## src/rtl/multicycle_control_pkg.sv

```systemverilog
// Shared encodings for the multicycle TSC controller: opcodes, function codes,
// ALU operations, datapath select values, FSM states and instruction classes.
package multicycle_control_pkg;

  localparam logic [3:0] OPC_BNE   = 4'd0;
  localparam logic [3:0] OPC_BEQ   = 4'd1;
  localparam logic [3:0] OPC_BGZ   = 4'd2;
  localparam logic [3:0] OPC_BLZ   = 4'd3;
  localparam logic [3:0] OPC_ADI   = 4'd4;
  localparam logic [3:0] OPC_ORI   = 4'd5;
  localparam logic [3:0] OPC_LHI   = 4'd6;
  localparam logic [3:0] OPC_LWD   = 4'd7;
  localparam logic [3:0] OPC_SWD   = 4'd8;
  localparam logic [3:0] OPC_JMP   = 4'd9;
  localparam logic [3:0] OPC_JAL   = 4'd10;
  localparam logic [3:0] OPC_RTYPE = 4'd15;

  localparam logic [5:0] FUNC_ADD = 6'd0;
  localparam logic [5:0] FUNC_SUB = 6'd1;
  localparam logic [5:0] FUNC_AND = 6'd2;
  localparam logic [5:0] FUNC_ORR = 6'd3;
  localparam logic [5:0] FUNC_NOT = 6'd4;
  localparam logic [5:0] FUNC_TCP = 6'd5;
  localparam logic [5:0] FUNC_SHL = 6'd6;
  localparam logic [5:0] FUNC_SHR = 6'd7;
  localparam logic [5:0] FUNC_JPR = 6'd25;
  localparam logic [5:0] FUNC_JRL = 6'd26;
  localparam logic [5:0] FUNC_WWD = 6'd28;
  localparam logic [5:0] FUNC_HLT = 6'd29;

  // R-type ALU ops share the function-code value, so func_code[3:0] feeds alu_op directly
  localparam logic [3:0] ALU_ADD = 4'd0;
  localparam logic [3:0] ALU_SUB = 4'd1;
  localparam logic [3:0] ALU_AND = 4'd2;
  localparam logic [3:0] ALU_ORR = 4'd3;
  localparam logic [3:0] ALU_NOT = 4'd4;
  localparam logic [3:0] ALU_TCP = 4'd5;
  localparam logic [3:0] ALU_SHL = 4'd6;
  localparam logic [3:0] ALU_SHR = 4'd7;
  localparam logic [3:0] ALU_NEQ = 4'd8;
  localparam logic [3:0] ALU_EQ  = 4'd9;
  localparam logic [3:0] ALU_GTZ = 4'd10;
  localparam logic [3:0] ALU_LTZ = 4'd11;

  localparam logic       ALUSRCA_PC  = 1'b0;
  localparam logic       ALUSRCA_REG = 1'b1;

  localparam logic [1:0] ALUSRCB_REG  = 2'd0;
  localparam logic [1:0] ALUSRCB_ONE  = 2'd1;
  localparam logic [1:0] ALUSRCB_IMM  = 2'd2;
  localparam logic [1:0] ALUSRCB_ZERO = 2'd3;

  localparam logic [1:0] PCSRC_SEQ    = 2'd0;
  localparam logic [1:0] PCSRC_JUMP   = 2'd1;
  localparam logic [1:0] PCSRC_REG    = 2'd2;
  localparam logic [1:0] PCSRC_BRANCH = 2'd3;

  localparam logic [1:0] REGDST_RT  = 2'd0;
  localparam logic [1:0] REGDST_RD  = 2'd1;
  localparam logic [1:0] REGDST_TWO = 2'd2;

  localparam logic [1:0] REGWRITESRC_REG = 2'd0;
  localparam logic [1:0] REGWRITESRC_MEM = 2'd1;
  localparam logic [1:0] REGWRITESRC_PC  = 2'd2;
  localparam logic [1:0] REGWRITESRC_IMM = 2'd3;

  typedef enum logic [2:0] {
    STATE_IF   = 3'd0,
    STATE_ID   = 3'd1,
    STATE_EX   = 3'd2,
    STATE_MEM  = 3'd3,
    STATE_WB   = 3'd4,
    STATE_HALT = 3'd5
  } state_e;

  typedef enum logic [3:0] {
    CLS_NOP, CLS_RALU, CLS_IALU, CLS_LHI, CLS_LWD, CLS_SWD, CLS_BRANCH,
    CLS_JMP, CLS_JAL, CLS_JPR, CLS_JRL, CLS_WWD, CLS_HLT
  } inst_class_e;

  // Instructions whose whole effect happens in ID and which retire there
  function automatic logic finishes_in_id(inst_class_e c);
    return (c == CLS_JMP) || (c == CLS_JAL) || (c == CLS_LHI) || (c == CLS_JPR) ||
           (c == CLS_JRL) || (c == CLS_WWD) || (c == CLS_NOP);
  endfunction

endpackage

```

## src/rtl/multicycle_control_decode.sv

```systemverilog
// Combinational instruction classifier: (opcode, func_code) -> instruction
// class, EX-stage ALU operation, and whether a branch compares against zero.
module multicycle_control_decode
  import multicycle_control_pkg::*;
(
  input  logic [3:0]  opcode,
  input  logic [5:0]  func_code,
  output inst_class_e inst_class,
  output logic [3:0]  alu_op,
  output logic        branch_zero
);

  always_comb begin
    inst_class  = CLS_NOP;
    alu_op      = ALU_ADD;
    branch_zero = 1'b0;
    case (opcode)
      OPC_BNE: begin inst_class = CLS_BRANCH; alu_op = ALU_NEQ; end
      OPC_BEQ: begin inst_class = CLS_BRANCH; alu_op = ALU_EQ;  end
      OPC_BGZ: begin inst_class = CLS_BRANCH; alu_op = ALU_GTZ; branch_zero = 1'b1; end
      OPC_BLZ: begin inst_class = CLS_BRANCH; alu_op = ALU_LTZ; branch_zero = 1'b1; end
      OPC_ADI: begin inst_class = CLS_IALU;   alu_op = ALU_ADD; end
      OPC_ORI: begin inst_class = CLS_IALU;   alu_op = ALU_ORR; end
      OPC_LHI: inst_class = CLS_LHI;
      OPC_LWD: inst_class = CLS_LWD;
      OPC_SWD: inst_class = CLS_SWD;
      OPC_JMP: inst_class = CLS_JMP;
      OPC_JAL: inst_class = CLS_JAL;
      OPC_RTYPE: begin
        case (func_code)
          FUNC_ADD, FUNC_SUB, FUNC_AND, FUNC_ORR,
          FUNC_NOT, FUNC_TCP, FUNC_SHL, FUNC_SHR: begin
            inst_class = CLS_RALU;
            alu_op     = func_code[3:0];
          end
          FUNC_JPR: inst_class = CLS_JPR;
          FUNC_JRL: inst_class = CLS_JRL;
          FUNC_WWD: inst_class = CLS_WWD;
          FUNC_HLT: inst_class = CLS_HLT;
          default:  inst_class = CLS_NOP;
        endcase
      end
      default: inst_class = CLS_NOP;
    endcase
  end

endmodule

```

## src/rtl/multicycle_control.sv

```systemverilog
// Moore control FSM for the 16-bit multicycle TSC datapath (IF/ID/EX/MEM/WB/HALT).
// Optional memory-wait watchdog enabled by defining CTRL_MEM_TIMEOUT_EN.
module multicycle_control
  import multicycle_control_pkg::*;
#(
  parameter int WORD_SIZE = 16
`ifdef CTRL_MEM_TIMEOUT_EN
  ,
  parameter int MEM_TIMEOUT = 15
`endif
) (
  input  logic                 clk,
  input  logic                 reset_n,
  input  logic [3:0]           opcode,
  input  logic [5:0]           func_code,
  input  logic                 input_ready,
  output logic                 pc_write,
  output logic                 pc_write_cond,
  output logic                 i_or_d,
  output logic                 ir_write,
  output logic                 alu_src_a,
  output logic                 alu_src_swap,
  output logic                 reg_write,
  output logic                 output_write,
  output logic [1:0]           pc_src,
  output logic [1:0]           alu_src_b,
  output logic [1:0]           reg_write_src,
  output logic [1:0]           reg_dst,
  output logic [3:0]           alu_op,
  output logic                 i_mem_read,
  output logic                 i_mem_write,
  output logic                 d_mem_read,
  output logic                 d_mem_write,
  output logic [WORD_SIZE-1:0] num_inst,
  output logic                 is_halted
);

  state_e                state_q, state_d;
  logic [WORD_SIZE-1:0]  num_inst_q, num_inst_d;
  logic                  retire;
  inst_class_e           inst_class;
  logic [3:0]            ex_alu_op;
  logic                  branch_zero;
  logic                  waiting;

  multicycle_control_decode u_decode (
    .opcode      (opcode),
    .func_code   (func_code),
    .inst_class  (inst_class),
    .alu_op      (ex_alu_op),
    .branch_zero (branch_zero)
  );

  assign waiting = ((state_q == STATE_IF) || (state_q == STATE_MEM)) && !input_ready;

`ifdef CTRL_MEM_TIMEOUT_EN
  localparam logic [3:0] TIMEOUT_LAST = 4'(MEM_TIMEOUT - 1);
  logic [3:0] wait_cnt_q, wait_cnt_d;
`endif

  always_comb begin
    state_d = state_q;
    retire  = 1'b0;
    case (state_q)
      STATE_IF:  if (input_ready) state_d = STATE_ID;
      STATE_ID: begin
        if (inst_class == CLS_HLT) begin
          retire  = 1'b1;
          state_d = STATE_HALT;
        end else if (finishes_in_id(inst_class)) begin
          retire  = 1'b1;
          state_d = STATE_IF;
        end else begin
          state_d = STATE_EX;
        end
      end
      STATE_EX: begin
        if (inst_class == CLS_BRANCH) begin
          retire  = 1'b1;
          state_d = STATE_IF;
        end else if ((inst_class == CLS_LWD) || (inst_class == CLS_SWD)) begin
          state_d = STATE_MEM;
        end else begin
          state_d = STATE_WB;
        end
      end
      STATE_MEM: begin
        if (input_ready) begin
          if (inst_class == CLS_SWD) begin
            retire  = 1'b1;
            state_d = STATE_IF;
          end else begin
            state_d = STATE_WB;
          end
        end
      end
      STATE_WB: begin
        retire  = 1'b1;
        state_d = STATE_IF;
      end
      STATE_HALT: state_d = STATE_HALT;
      default:    state_d = STATE_IF;
    endcase
`ifdef CTRL_MEM_TIMEOUT_EN
    // Counter only runs while stalled; any non-waiting cycle clears it
    wait_cnt_d = 4'd0;
    if (waiting) begin
      if (wait_cnt_q == TIMEOUT_LAST) state_d = STATE_HALT;
      else                            wait_cnt_d = wait_cnt_q + 4'd1;
    end
`endif
    num_inst_d = num_inst_q + WORD_SIZE'(retire);
  end

  always_ff @(posedge clk) begin
    if (!reset_n) begin
      state_q    <= STATE_IF;
      num_inst_q <= '0;
`ifdef CTRL_MEM_TIMEOUT_EN
      wait_cnt_q <= 4'd0;
`endif
    end else begin
      state_q    <= state_d;
      num_inst_q <= num_inst_d;
`ifdef CTRL_MEM_TIMEOUT_EN
      wait_cnt_q <= wait_cnt_d;
`endif
    end
  end

  assign num_inst = num_inst_q;

  // Strobes decode the current state; held low while reset_n is asserted so a
  // reset arriving mid-wait never lets a pending memory or register write through.
  always_comb begin
    pc_write      = 1'b0;
    pc_write_cond = 1'b0;
    i_or_d        = 1'b0;
    ir_write      = 1'b0;
    alu_src_a     = ALUSRCA_PC;
    alu_src_swap  = 1'b0;
    reg_write     = 1'b0;
    output_write  = 1'b0;
    pc_src        = PCSRC_SEQ;
    alu_src_b     = ALUSRCB_REG;
    reg_write_src = REGWRITESRC_REG;
    reg_dst       = REGDST_RT;
    alu_op        = ALU_ADD;
    i_mem_read    = 1'b0;
    i_mem_write   = 1'b0;
    d_mem_read    = 1'b0;
    d_mem_write   = 1'b0;
    is_halted     = 1'b0;
    if (reset_n) begin
      case (state_q)
        STATE_IF: begin
          i_mem_read = 1'b1;
          alu_src_b  = ALUSRCB_ONE;
          ir_write   = input_ready;
          pc_write   = input_ready;
        end
        STATE_ID: begin
          alu_src_b = ALUSRCB_IMM;
          case (inst_class)
            CLS_JMP: begin pc_write = 1'b1; pc_src = PCSRC_JUMP; end
            CLS_JAL: begin
              pc_write      = 1'b1;
              pc_src        = PCSRC_JUMP;
              reg_write     = 1'b1;
              reg_dst       = REGDST_TWO;
              reg_write_src = REGWRITESRC_PC;
            end
            CLS_LHI: begin reg_write = 1'b1; reg_write_src = REGWRITESRC_IMM; end
            CLS_JPR: begin pc_write = 1'b1; pc_src = PCSRC_REG; end
            CLS_JRL: begin
              pc_write      = 1'b1;
              pc_src        = PCSRC_REG;
              reg_write     = 1'b1;
              reg_dst       = REGDST_TWO;
              reg_write_src = REGWRITESRC_PC;
            end
            CLS_WWD: output_write = 1'b1;
            default: ;
          endcase
        end
        STATE_EX: begin
          alu_src_a = ALUSRCA_REG;
          alu_op    = ex_alu_op;
          case (inst_class)
            CLS_IALU, CLS_LWD, CLS_SWD: alu_src_b = ALUSRCB_IMM;
            CLS_BRANCH: begin
              alu_src_b     = branch_zero ? ALUSRCB_ZERO : ALUSRCB_REG;
              pc_write_cond = 1'b1;
              pc_src        = PCSRC_BRANCH;
            end
            default: alu_src_b = ALUSRCB_REG;
          endcase
        end
        STATE_MEM: begin
          i_or_d      = 1'b1;
          d_mem_read  = (inst_class == CLS_LWD);
          d_mem_write = (inst_class == CLS_SWD);
        end
        STATE_WB: begin
          reg_write = 1'b1;
          case (inst_class)
            CLS_RALU: reg_dst = REGDST_RD;
            CLS_LWD:  reg_write_src = REGWRITESRC_MEM;
            default:  ;
          endcase
        end
        STATE_HALT: is_halted = 1'b1;
        default: ;
      endcase
    end
  end

endmodule

```

## config.mk

```make
export PLATFORM = sky130hd
export DESIGN_NAME = multicycle_control
export DESIGN_NICKNAME = d
export VERILOG_FILES = /design/src/rtl/multicycle_control_pkg.sv /design/src/rtl/multicycle_control_decode.sv /design/src/rtl/multicycle_control.sv
export SDC_FILE = /design/constraint.sdc
export NUM_CORES = 1
export LEC_CHECK = 0
export CORE_ASPECT_RATIO = 2
export CORE_MARGIN = 3
export CORE_UTILIZATION = 35
export CTS_BUF_LIST = sky130_fd_sc_hd__clkbuf_8
export DETAILED_ROUTE_END_ITERATION = 10
export DONT_BUFFER_PORTS = 1
export PLACE_DENSITY = 0.48
export SLEW_MARGIN = 25
export SYNTH_ARGS = -nofsm -noshare
export SYNTH_HDL_FRONTEND = slang
export SYNTH_SLANG_ARGS = --single-unit
export TNS_END_PERCENT = 20
```

## constraint.sdc

```tcl
create_clock -name clk -period 4.8 [get_ports clk]
set_clock_uncertainty 0.05 [all_clocks]
set_input_delay 1.44 -clock clk [delete_from_list [all_inputs] [get_ports clk]]
set_output_delay 1.44 -clock clk [all_outputs]
set_load 0.05 [all_outputs]
```

**Word level (Yosys, flattened, before mapping)**

Cells that the tools add are included.

- Shift operators: 0
- Muxes and demuxes: 62
- Order comparisons: 0
- Divide/modulo/power cells: 0
- Reductions and logical operators: 22
- Bitwise gates (word level): 0
- $add $sub $neg: 1
- Equal/unequal tests: 41
- $mul: 0

Operator list:

| cell | number |
|---|---|
| 4-bit == test, second input constant | 9 |
| 4-bit by 3-bit == test with 1-bit output, second input constant | 8 |
| 4-bit case mux with 8 select lines | 1 |
| 1-bit two-way mux | 31 |
| 6-bit by 3-bit == test with 1-bit output, second input constant | 4 |
| 6-bit by 5-bit == test with 1-bit output, second input constant | 4 |
| 2-bit case mux with 2 select lines | 6 |
| 4-bit case mux with 6 select lines | 1 |
| 4-bit case mux with 5 select lines | 1 |
| 3-bit two-way mux | 6 |
| 16-bit by 1-bit adder with 16-bit output | 1 |
| 4-bit by 2-bit == test with 1-bit output, second input constant | 4 |
| 2-bit two-way mux | 8 |
| 3-bit case mux with 5 select lines | 1 |
| 6-bit by 2-bit == test with 1-bit output, second input constant | 2 |
| 4-bit two-way mux | 3 |
| 2-bit OR reduction | 5 |
| 4-bit by 1-bit == test with 1-bit output, second input constant | 2 |
| 4-bit logical NOT | 2 |
| 4-bit OR reduction | 2 |
| 8-bit OR reduction | 1 |
| 1-bit logical OR | 7 |
| 3-bit by 2-bit == test with 1-bit output, second input constant | 2 |
| 3-bit == test, second input constant | 2 |
| other kinds (10) | 13 |

- Bits of input ports: 13
- Bits in writable memories: 0
- Memories: 0
- ROM bits: 0
- Word-level logic and storage cells: 128
- Latch bits: 0
- Register bits after elaboration: 19
- Output and inout bits: 41

**Longest topological paths before layout**

Gate-level depths: netlist of run 1.

- Depth after elaboration: 15
- Gate-level depth with buffers: 13
- Gate-level depth less buffers: 11

**Cells and area by module**

Synthesis of run 1 repeated with hierarchy kept, for this count alone.

- Cells, all modules: 219
- Area, all modules: 1625.3 µm²

By module, submodules not included:

| module | sequential area each (µm²) | cells an instance | area an instance (µm²) | instances |
|---|---|---|---|---|
| multicycle_control | 380.4 | 176 | 1338.8 | 1 |
| multicycle_control_decode | 0.0 | 43 | 286.5 | 1 |

**Worst setup path after synthesis of run 1**

No wires, ideal clock.

- Kind: input to output
- From: input opcode[3]
- To: output pc_src[1]
- Data required time: 3.310 ns
- Buffers on the path: 1
- Arrival time: 3.892 ns
- Stages: 3
- Setup slack: -0.582 ns
- Path through: clkbuf_1 nor4_1 o21bai_1

- Cells in the longest elaborated chain, start to end: 8
- Elaborated cells between the ends (all ways): 26
- Classes of those cells: 16 x eq/ne; 5 x mux; 5 x reduce/logical

RTL lines:

| element | line | RTL |
|---|---|---|
| start: declaration | multicycle_control.sv:14 | `input logic [3:0] opcode,` |
| 4-bit by 1-bit == test with 1-bit output (tied with other cells) | multicycle_control_decode.sv:17 | `case (opcode)` |
| 4-bit OR reduction (no line) / 2-bit OR reduction (equally long branches) | - |  |
| 4-bit case mux with 8 select lines * | multicycle_control_decode.sv:17 |  |
| 4-bit == test / 4-bit by 3-bit == test with 1-bit output (equally long branches) | multicycle_control.sv:164 | `case (inst_class)` |
| 2-bit OR reduction (no line) | - |  |
| 2-bit case mux with 2 select lines | multicycle_control.sv:164 |  |
| 2-bit case mux with 2 select lines * | multicycle_control.sv:155 | `case (state_q)` |
| 2-bit two-way mux * | multicycle_control.sv:154 | `if (reset_n) begin` |
| end: declaration | multicycle_control.sv:25 | `output logic [1:0] pc_src,` |

Mark *: on every way between the ends. The rest lies on a longest branch, timed or not.

**Worst setup path in the final report of run 1**

- From: input func_code[4]
- To: output alu_op[1]

- Cells in the longest elaborated chain, start to end: 6
- Elaborated cells between the ends (all ways): 13
- Classes of those cells: 7 x eq/ne; 4 x mux; 2 x reduce/logical

RTL lines:

| element | line | RTL |
|---|---|---|
| start: declaration | multicycle_control.sv:15 | `input logic [5:0] func_code,` |
| 6-bit by 1-bit == test with 1-bit output (tied with other cells) | multicycle_control_decode.sv:30 | `case (func_code)` |
| 8-bit OR reduction * | multicycle_control_decode.sv:30 |  |
| 4-bit two-way mux * | multicycle_control_decode.sv:30 |  |
| 4-bit case mux with 6 select lines * | multicycle_control_decode.sv:17 |  |
| 4-bit two-way mux * | multicycle_control.sv:155 |  |
| 4-bit two-way mux * | multicycle_control.sv:154 |  |
| end: declaration | multicycle_control.sv:29 | `output logic [3:0] alu_op,` |

Marked as above.

==> flow_summary.json, run 1 <==
{
  "grt_overflow_total": 0,
  "numCtsBuffers": 3,
  "die_h_um": 100,
  "num_rows": 33,
  "post-route-period-util_pct": 91.4,
  "power_density_nw_per_um2": 203,
  "use_met3_pct": 2.53,
  "area_growth_pct": 18.4,
  "cts_tree": "done",
  "r2r_end": "num_inst[12]$_SDFF_PN0_",
  "drt_iter0_drc": 36,
  "initial_core_util_pct": 37.3,
  "worst_skew_pair.late_latency_ns": 0.25,
  "yosysTopAreaCell": "dfxtp_1",
  "root_buffer": "clkbuf_8",
  "yosysWarnings": 0,
  "synth_ff_type": "dfxtp_1",
  "postSynthAreaPerCell_um2": 7.44,
  "grt_max_degree": 25,
  "post-route-drc-count": 0,
  "placement.io_buffers": 0,
  "cp_slowest_cell": "or4b_2",
  "ys_seq_area_share_pct": 24.5,
  "routed_wirelength_um": 4630,
  "drt_first_pass_iters": 4,
  "end_kind": "output port",
  "cpPeakStageDelay_ns": 0.72,
  "clockBufferDepth": 2,
  "period_minus_slack_ns": 4.39,
  "reg2reg_setup_slack_ns": 1.74,
  "drive_gt1_share_pct": 19.0,
  "finalHoldViolCount": 0,
  "die_x_um": 53.1,
  "timing.rr.start": "state_q[0]$_SDFFE_PN0P_",
  "setup.worst_path.class": "input pin to output port",
  "avgViaCountPerCell": 5.81,
  "critical_path_required_ns": 3.31,
  "insertedDiodeCount": 0,
  "drv_cap": 0,
  "postCtsSetupBuffers": 0,
  "clk_pin_slew_ns": 0.07,
  "leakagePower_nw": 0.718,
  "synthMuxAreaShare_pct": 1.29,
  "numClockSinks": 19,
  "vdd_drop_max_v": 0.000146,
  "min_to": "num_inst[13]$_SDFF_PN0_",
  "hp-class": "flip-flop to flip-flop",
  "clock.fmax_mhz": 228,
  "synth_top_cell_area_share_pct": 24.5,
  "gr-max-usage-layer": "met2",
  "worstPathCellList": "or4b_2 > nor2_1 > o2bb2ai_1 > a22oi_1 > nor3_2 > buf_4",
  "min_from": "num_inst[13]$_SDFF_PN0_",
  "multiInputGateArea_um2": 1130,
  "grtUsageTotal_pct": 18.3,
  "netlist_instances": 209,
  "synth_fa_ha_area_share_pct": 1.61,
  "gp_congestion": 0.845,
  "antenna_found_initial": 0,
  "netlist_area_um2": 1560,
  "pin_count": 54,
  "async_flop_share_pct": 0,
  "nFillCells": 445,
  "outcome": "completed",
  "setup_viol_count_final": 0,
  "grt_use_met1_pct": 16.7,
  "post_cts_resized": 0,
  "post-route-util_pct": 44.2,
  "layout_setup_ws_ns": 0.415,
  "dp_hpwl_um": 3680,
  "cts-hold-fix-buffers": 0,
  "tightest_slew_ns": 0.827,
  "nets": 237,
  "slew_headroom_pct": 44.8,
  "worstPathMaxFanout": 4,
  "setup-tns-final_ns": 0,
  "die_area_um2": 5330,
  "rsz0062_at_grt": "false",
  "grt_pass1_wl_um": 7480,
  "synth_compound_area_share_pct": 20.8,
  "ys_types": 49,
  "ys_seq_elements": 19,
  "vias": 1586,
  "core_area_um2": 4170,
  "synth_xor_area_share_pct": 7.88,
  "synth_edf_count": 0,
  "cp-start-kind": "input pin",
  "synth_top_family_by_area": "simple AND/OR/NAND/NOR gates",
  "hold_depth": 2,
  "synth_simple_gate_area_share_pct": 37.5,
  "slew_violations": 0,
  "routedWlPerCell_um": 16.9,
  "cp.arrival_ns": 2.90,
  "ant_nets": 0,
  "grt_pass1_vias": 1638,
  "gr-usage-met2_pct": 36.8,
  "pre_cts_ws_ns": 0.416,
  "synth_area_leaders": "dfxtp_1, xnor2_1, and2_1",
  "r2r_cells": 8,
  "seqCellArea_um2": 380,
  "cts_htree_levels": 1,
  "synth_common_cells": "dfxtp_1, nor2_1, and2_1"
}
==> cells by family (layout without fill, tap and decap cells) <==
family	Yosys count	in the layout
adders and majority gates	2	2
AOI/OAI and AO/OA	45	45
buffers and inverters	22	33
DFF	19	19
and+or+nand+nor	104	104
other	1	2
muxes	2	2
xor gates and xnor gates	14	14
==> worst max-delay path: cells and delay by family <==
family	cells	cell delay (ns)
AOI/OAI and AO/OA	2	0.22
and+or+nand+nor	3	1.00
buffers and inverters	1	0.22
==> cells in the final DEF, fill, tap and decap left out, drive strengths merged, types with 2 or more instances in the layout <==
master | netlist | routed
a31oi | 3 | 3
o21ai | 7 | 7
o22ai | 3 | 3
and2 | 14 | 14
o32ai | 4 | 4
a21o | 3 | 3
clkbuf | 10 | 3
or3 | 2 | 2
conb | 1 | 2
nor3 | 8 | 8
nand3 | 13 | 13
dfxtp | 19 | 19
a22oi | 2 | 2
a21boi | 3 | 3
inv | 8 | 9
xnor2 | 11 | 11
nor4 | 6 | 6
mux2i | 2 | 2
and3 | 6 | 6
buf | 4 | 21
a211oi | 3 | 3
ha | 2 | 2
nand2b | 8 | 8
nor2b | 5 | 5
nand4 | 5 | 5
nand2 | 11 | 11
nand3b | 2 | 2
a21oi | 8 | 8
or4 | 2 | 2
xor2 | 3 | 3
nor2 | 19 | 19
==> power by group <==
part | switching (mW) | internal [mW]
logic | 0.0563 | 0.0357
registers | 0.0141 | 0.161
clock network | 0.0505 | 0.0568
==> through the flow <==
| step | cells | hold WS [ns] | area, µm² | total power [mW] |
|---|---|---|---|---|
| 6_report | 273 | 0.696 | 1840 | 0.374 |
| 5_1_grt | 273 | 0.726 | 1840 | 0.397 |
| 4_1_cts | 273 | 0.704 | 1840 | 0.379 |
| 3_5_place_dp | 269 | 0.678 | 1800 | 0.270 |
| 3_3_place_gp | 269 | 0.677 | 1800 | 0.269 |
| 2_1_floorplan | 210 | 0.649 | 1570 | 0.252 |
==> flip-flops by register name, indices dropped and copies added (netlist names) <==
| signal | count |
|---|---|
| state_q | 3 |
| num_inst | 16 |
==> worst max path at each step <==
stage,startpoint,end,depth (start not counted)
CTS,func_code[4],alu_op[1],6
floorplan,reset_n,pc_write,5
finish,func_code[4],alu_op[1],6
detailed placement,func_code[4],alu_op[1],6
global route,func_code[4],alu_op[1],6
global placement,func_code[4],alu_op[1],6
==> layout make-up <==
| type | instances | area share (%) |
|---|---|---|
| Clock buffer | 3 | 2.24 |
| Clock inverter | 1 | 0.204 |
| Inverter | 8 | 1.63 |
| Multi-Input combinational cell | 169 | 61.1 |
| Sequential cell | 19 | 20.7 |
| Tap cell | 52 | 3.53 |
| Timing Repair Buffer | 21 | 10.6 |
==> per-layer routing <==
| layer | routed length, µm | vias to the layer above |
|---|---|---|
| met1 | 1530 | 743 |
| met4 | 131 | 0 |
| met2 | 2710 | 61 |
| met5 | 0 | - |
| met3 | 255 | 9 |
| li1 | - | 773 |
No activity file was read; power rests on OpenSTA's default activity.
==> run 2: changes to the inputs <==
CORE_UTILIZATION = 55   (was 35)
PLACE_DENSITY = 0.7   (was 0.48)
clock period = 5.6 ns   (was 4.8 ns; I/O delays follow)
==> run 2 against run 1 <==
Sequential share of layout area grew 1.1 points. Die area shrank 34%. Critical path depth is the same. Global-route usage grew 6.4 points. Non-clock buffer count shrank 4. Combinational power shrank 21%. Sequential cell count is the same. Clock power shrank 13%.
==> flow_summary.json, run 2 (synthesized netlist as in run 1, its figures left out) <==
{
  "finalNonFillerCells": 245,
  "drt_iter0_drc": 68,
  "postCtsSetupBuffers": 0,
  "end_kind": "output port",
  "gp_congestion": 0.922,
  "outcome": "completed",
  "grt_max_degree": 25,
  "insertedDiodeCount": 0,
  "hp-class": "flip-flop to flip-flop",
  "nets": 233,
  "tightest_slew_ns": 0.872,
  "vdd_drop_max_v": 0.000100,
  "dp_hpwl_um": 3220,
  "die_x_um": 43.6,
  "grt_pass1_vias": 1535,
  "setup_viol_count_final": 0,
  "ant_nets": 0,
  "die_h_um": 81.2,
  "leakagePower_nw": 0.685,
  "setup.worst_path.class": "input pin to output port",
  "pre_cts_ws_ns": 0.752,
  "worstPathMaxFanout": 4,
  "cp.arrival_ns": 3.12,
  "drive_gt1_share_pct": 18.0,
  "cts_htree_levels": 1,
  "pin_count": 54,
  "drv_cap": 0,
  "num_rows": 26,
  "routed_wirelength_um": 4090,
  "placement.io_buffers": 0,
  "grt_pass1_wl_um": 6760,
  "cts_tree": "done",
  "rsz0062_at_grt": "false",
  "grtUsageTotal_pct": 24.7,
  "post-route-drc-count": 0,
  "die_area_um2": 3540,
  "grt_overflow_total": 0,
  "worst_skew_pair.late_latency_ns": 0.25,
  "numClockSinks": 19,
  "layout_setup_ws_ns": 0.750,
  "nFillCells": 229,
  "post-place-cells": 241,
  "post-route-period-util_pct": 86.6,
  "cp-start-kind": "input pin",
  "root_buffer": "clkbuf_8",
  "routedWlPerCell_um": 16.7,
  "cts-hold-fix-buffers": 0,
  "slew_headroom_pct": 41.6,
  "mostFrequentLayoutCells": "nor2_1, dfxtp_1, buf_4",
  "post_cts_resized": 0,
  "finalHoldViolCount": 0,
  "clockBufferDepth": 2,
  "numCtsBuffers": 3,
  "vias": 1585,
  "antenna_found_initial": 0,
  "drt_first_pass_iters": 4,
  "setup-tns-final_ns": 0,
  "core_area_um2": 2640,
  "power_density_nw_per_um2": 180,
  "clk_pin_slew_ns": 0.07,
  "initial_core_util_pct": 59.0,
  "area_growth_pct": 12.2,
  "slew_violations": 0,
  "clock.fmax_mhz": 206,
  "largest_reg_flops": 16,
  "critical_path_required_ns": 3.87,
  "avgViaCountPerCell": 6.47,
  "period_minus_slack_ns": 4.85
}
-- run 2: changes by cell type in the layout (fill, tap and decap cells not counted) --
cell      previous run  this run
buf_12               3         0
inv_1                9         8
clkinv_2             0         1
buf_4               18        17
-- run 2: area by class of cell --
type / instances / area (µm²) / area share [%]
Multi-Input combinational cell: 169 / 1130 / 64.5
Sequential cell: 19 / 380 / 21.8
Timing Repair Buffer: 17 / 128 / 7.31
Clock buffer: 3 / 41.3 / 2.37
Tap cell: 28 / 35.0 / 2.01
Inverter: 8 / 30.0 / 1.72
Clock inverter: 1 / 5.00 / 0.287
-- run 2: critical path, cell delays in order --
cell       delay (ns)
or4b_2           0.73
nor2_1           0.15
o2bb2ai_1        0.13
a22oi_1          0.09
nor3_2           0.12
buf_4            0.22
-- run 2: power by group --
part | internal [mW] | leakage (nW) | switching [mW]
Sequential | 0.138 | 0.153 | 0.0118
Combinational | 0.0254 | 0.506 | 0.0469
Clock | 0.0494 | 0.0255 | 0.0439
-- run 2: per-stage QoR --
stage               power (mW)  util (%)  cell area (µm²)  hold WS, ns
finish                   0.315      66.2             1750        0.690
CTS                      0.316      66.2             1750        0.694
detailed placement       0.224      64.5             1700        0.681
global placement         0.223      64.5             1700        0.670
floorplan                0.216         -             1570        0.649
global route             0.329      66.2             1750        0.704
-- run 2: worst paths after layout --
kind	from	endpoint	slack, ns	cells past startpoint
min	num_inst[13]$_SDFF_PN0_	num_inst[13]$_SDFF_PN0_	0.69	2
min reg2reg	num_inst[13]$_SDFF_PN0_	num_inst[13]$_SDFF_PN0_	0.69	2
max reg2reg	state_q[0]$_SDFFE_PN0P_	num_inst[14]$_SDFF_PN0_	2.52	8
max	func_code[4]	alu_op[1]	0.75	6
-- run 2: routing by layer --
metal  track usage, %  routed length (µm)  up-vias
met5                0                   0        -
met1             23.5                1350      736
met4             13.3                 126        0
li1                 -                   -      768
met3             3.77                 234       13
met2             47.4                2370       68
==> run 3: changes to the inputs <==
CORE_UTILIZATION = 40   (was 55)
PLACE_DENSITY = not set   (was 0.7)
TNS_END_PERCENT = not set   (was 20)
==> run 3 against run 2 <==
First-iteration DRC count fell by 41%. Fmax shrank 0.19%. Via count fell by 1.4%. Sequential cell count stayed put. Non-clock buffer count is the same. Worst hold slack worse by 0.00090 ns. Global-route usage decreased by 5.2 points. Largest power group unchanged.
==> flow_summary.json, run 3 (synthesized netlist as in run 1, its figures left out) <==
{
  "outcome": "completed",
  "vdd_drop_max_v": 0.0000885,
  "worstPathCellList": "or4b_2 > nor2_1 > o2bb2ai_1 > a22oi_1 > nor3_1 > buf_4",
  "pre_cts_ws_ns": 0.757,
  "reg2reg_setup_slack_ns": 2.50,
  "numCtsBuffers": 3,
  "timing.rr.start": "state_q[0]$_SDFFE_PN0P_",
  "r2r_cells": 10,
  "vias": 1563,
  "clk_pin_slew_ns": 0.07,
  "cp_slowest_cell": "or4b_2",
  "critical_path_required_ns": 3.87,
  "setup-tns-final_ns": 0,
  "grt_max_degree": 25,
  "nets": 233,
  "clockBufferDepth": 2,
  "gp_congestion": 0.873,
  "cts_htree_levels": 1,
  "die_h_um": 94.2,
  "cp-start-kind": "input pin",
  "cts-hold-fix-buffers": 0,
  "setup_viol_count_final": 0,
  "r2r_end": "num_inst[14]$_SDFF_PN0_",
  "clock.fmax_mhz": 206,
  "worstPathMaxFanout": 4,
  "num_rows": 31,
  "pin_count": 54,
  "grt_overflow_total": 0,
  "root_buffer": "clkbuf_8",
  "cpPeakStageDelay_ns": 0.73,
  "ant_nets": 0,
  "fin_area_um2": 1780,
  "finalHoldViolCount": 0,
  "antenna_found_initial": 0,
  "slew_headroom_pct": 41.1,
  "grt_pass1_vias": 1539,
  "mostFrequentLayoutCells": "nor2_1, dfxtp_1, buf_4",
  "post-route-util_pct": 48.3,
  "drt_iter0_drc": 40,
  "grtUsageTotal_pct": 19.4,
  "min_from": "num_inst[13]$_SDFF_PN0_",
  "die_area_um2": 4720,
  "hp-class": "flip-flop to flip-flop",
  "drv_cap": 0,
  "worst_skew_pair.late_latency_ns": 0.26,
  "avgViaCountPerCell": 5.88,
  "numClockSinks": 19,
  "core_area_um2": 3680,
  "largest_reg_flops": 16,
  "post_cts_resized": 0,
  "insertedDiodeCount": 0,
  "post-route-drc-count": 0,
  "placement.io_buffers": 0,
  "cts_tree": "done",
  "drt_first_pass_iters": 4,
  "rsz0062_at_grt": "false",
  "period_minus_slack_ns": 4.86,
  "dp_hpwl_um": 3350,
  "min_to": "num_inst[13]$_SDFF_PN0_",
  "drive_gt1_share_pct": 17.1,
  "hold_slack_ns": 0.689,
  "placed_area_um2": 1730,
  "grt_pass1_wl_um": 7130,
  "leakagePower_nw": 0.689,
  "postCtsSetupBuffers": 0,
  "routedWlPerCell_um": 16.5,
  "setup.worst_path.class": "input pin to output port",
  "hold_depth": 2,
  "p_total_uw": 318,
  "end_kind": "output port",
  "layout_setup_ws_ns": 0.740,
  "finalNonFillerCells": 266,
  "die_x_um": 50.1,
  "initial_core_util_pct": 42.2,
  "post-route-period-util_pct": 86.8,
  "cp.arrival_ns": 3.13,
  "power_density_nw_per_um2": 179,
  "area_growth_pct": 14.3,
  "tightest_slew_ns": 0.880,
  "worstSetupStartpoint": "func_code[4]",
  "post-place-cells": 262,
  "routed_wirelength_um": 4400,
  "slew_violations": 0
}
==> run 3: changes by cell type in the layout (fill, tap and decap cells not counted) <==
cell | previous run | this run
buf_12 | 0 | 1
buf_4 | 17 | 16
clkinv_2 | 1 | 0
inv_1 | 8 | 9
nor3_1 | 5 | 6
nor3_2 | 3 | 2
==> run 3: how the worst max path moves through the flow <==
stage	end	slack, ns	cells after the start
detailed placement	alu_op[1]	0.76	6
CTS	alu_op[1]	0.74	6
floorplan	reg_dst[0]	0.03	2
global route	alu_op[1]	0.61	6
global placement	alu_op[1]	0.76	6
finish	alu_op[1]	0.74	6
==> run 3: metal layers <==
metal / vias up / track usage (%) / wire (µm)
met5: - / 0 / 0
met4: 0 / 9.47 / 99
met3: 7 / 2.38 / 218
met2: 54 / 37.6 / 2480
met1: 735 / 19.4 / 1600
li1: 767 / - / -
==> run 3: layout make-up <==
type                            count  area [µm²]
Timing Repair Buffer               17         140
Multi-Input combinational cell    169        1120
Tap cell                           49        61.3
Clock inverter                      1        3.75
Clock buffer                        3        41.3
Fill cell                         390        1910
Inverter                            8        30.0
Sequential cell                    19         380
==> run 3: power breakdown <==
group,internal [mW],switching [mW],leakage [nW]
registers,0.138,0.0119,0.153
logic,0.0270,0.0466,0.509
clock network,0.0488,0.0465,0.0269
==> run 3: critical path: cells and delay by family <==
kind | cells | cell delay (ns)
buf+inv | 1 | 0.23
simple gates | 3 | 1.02
compound gates | 2 | 0.19
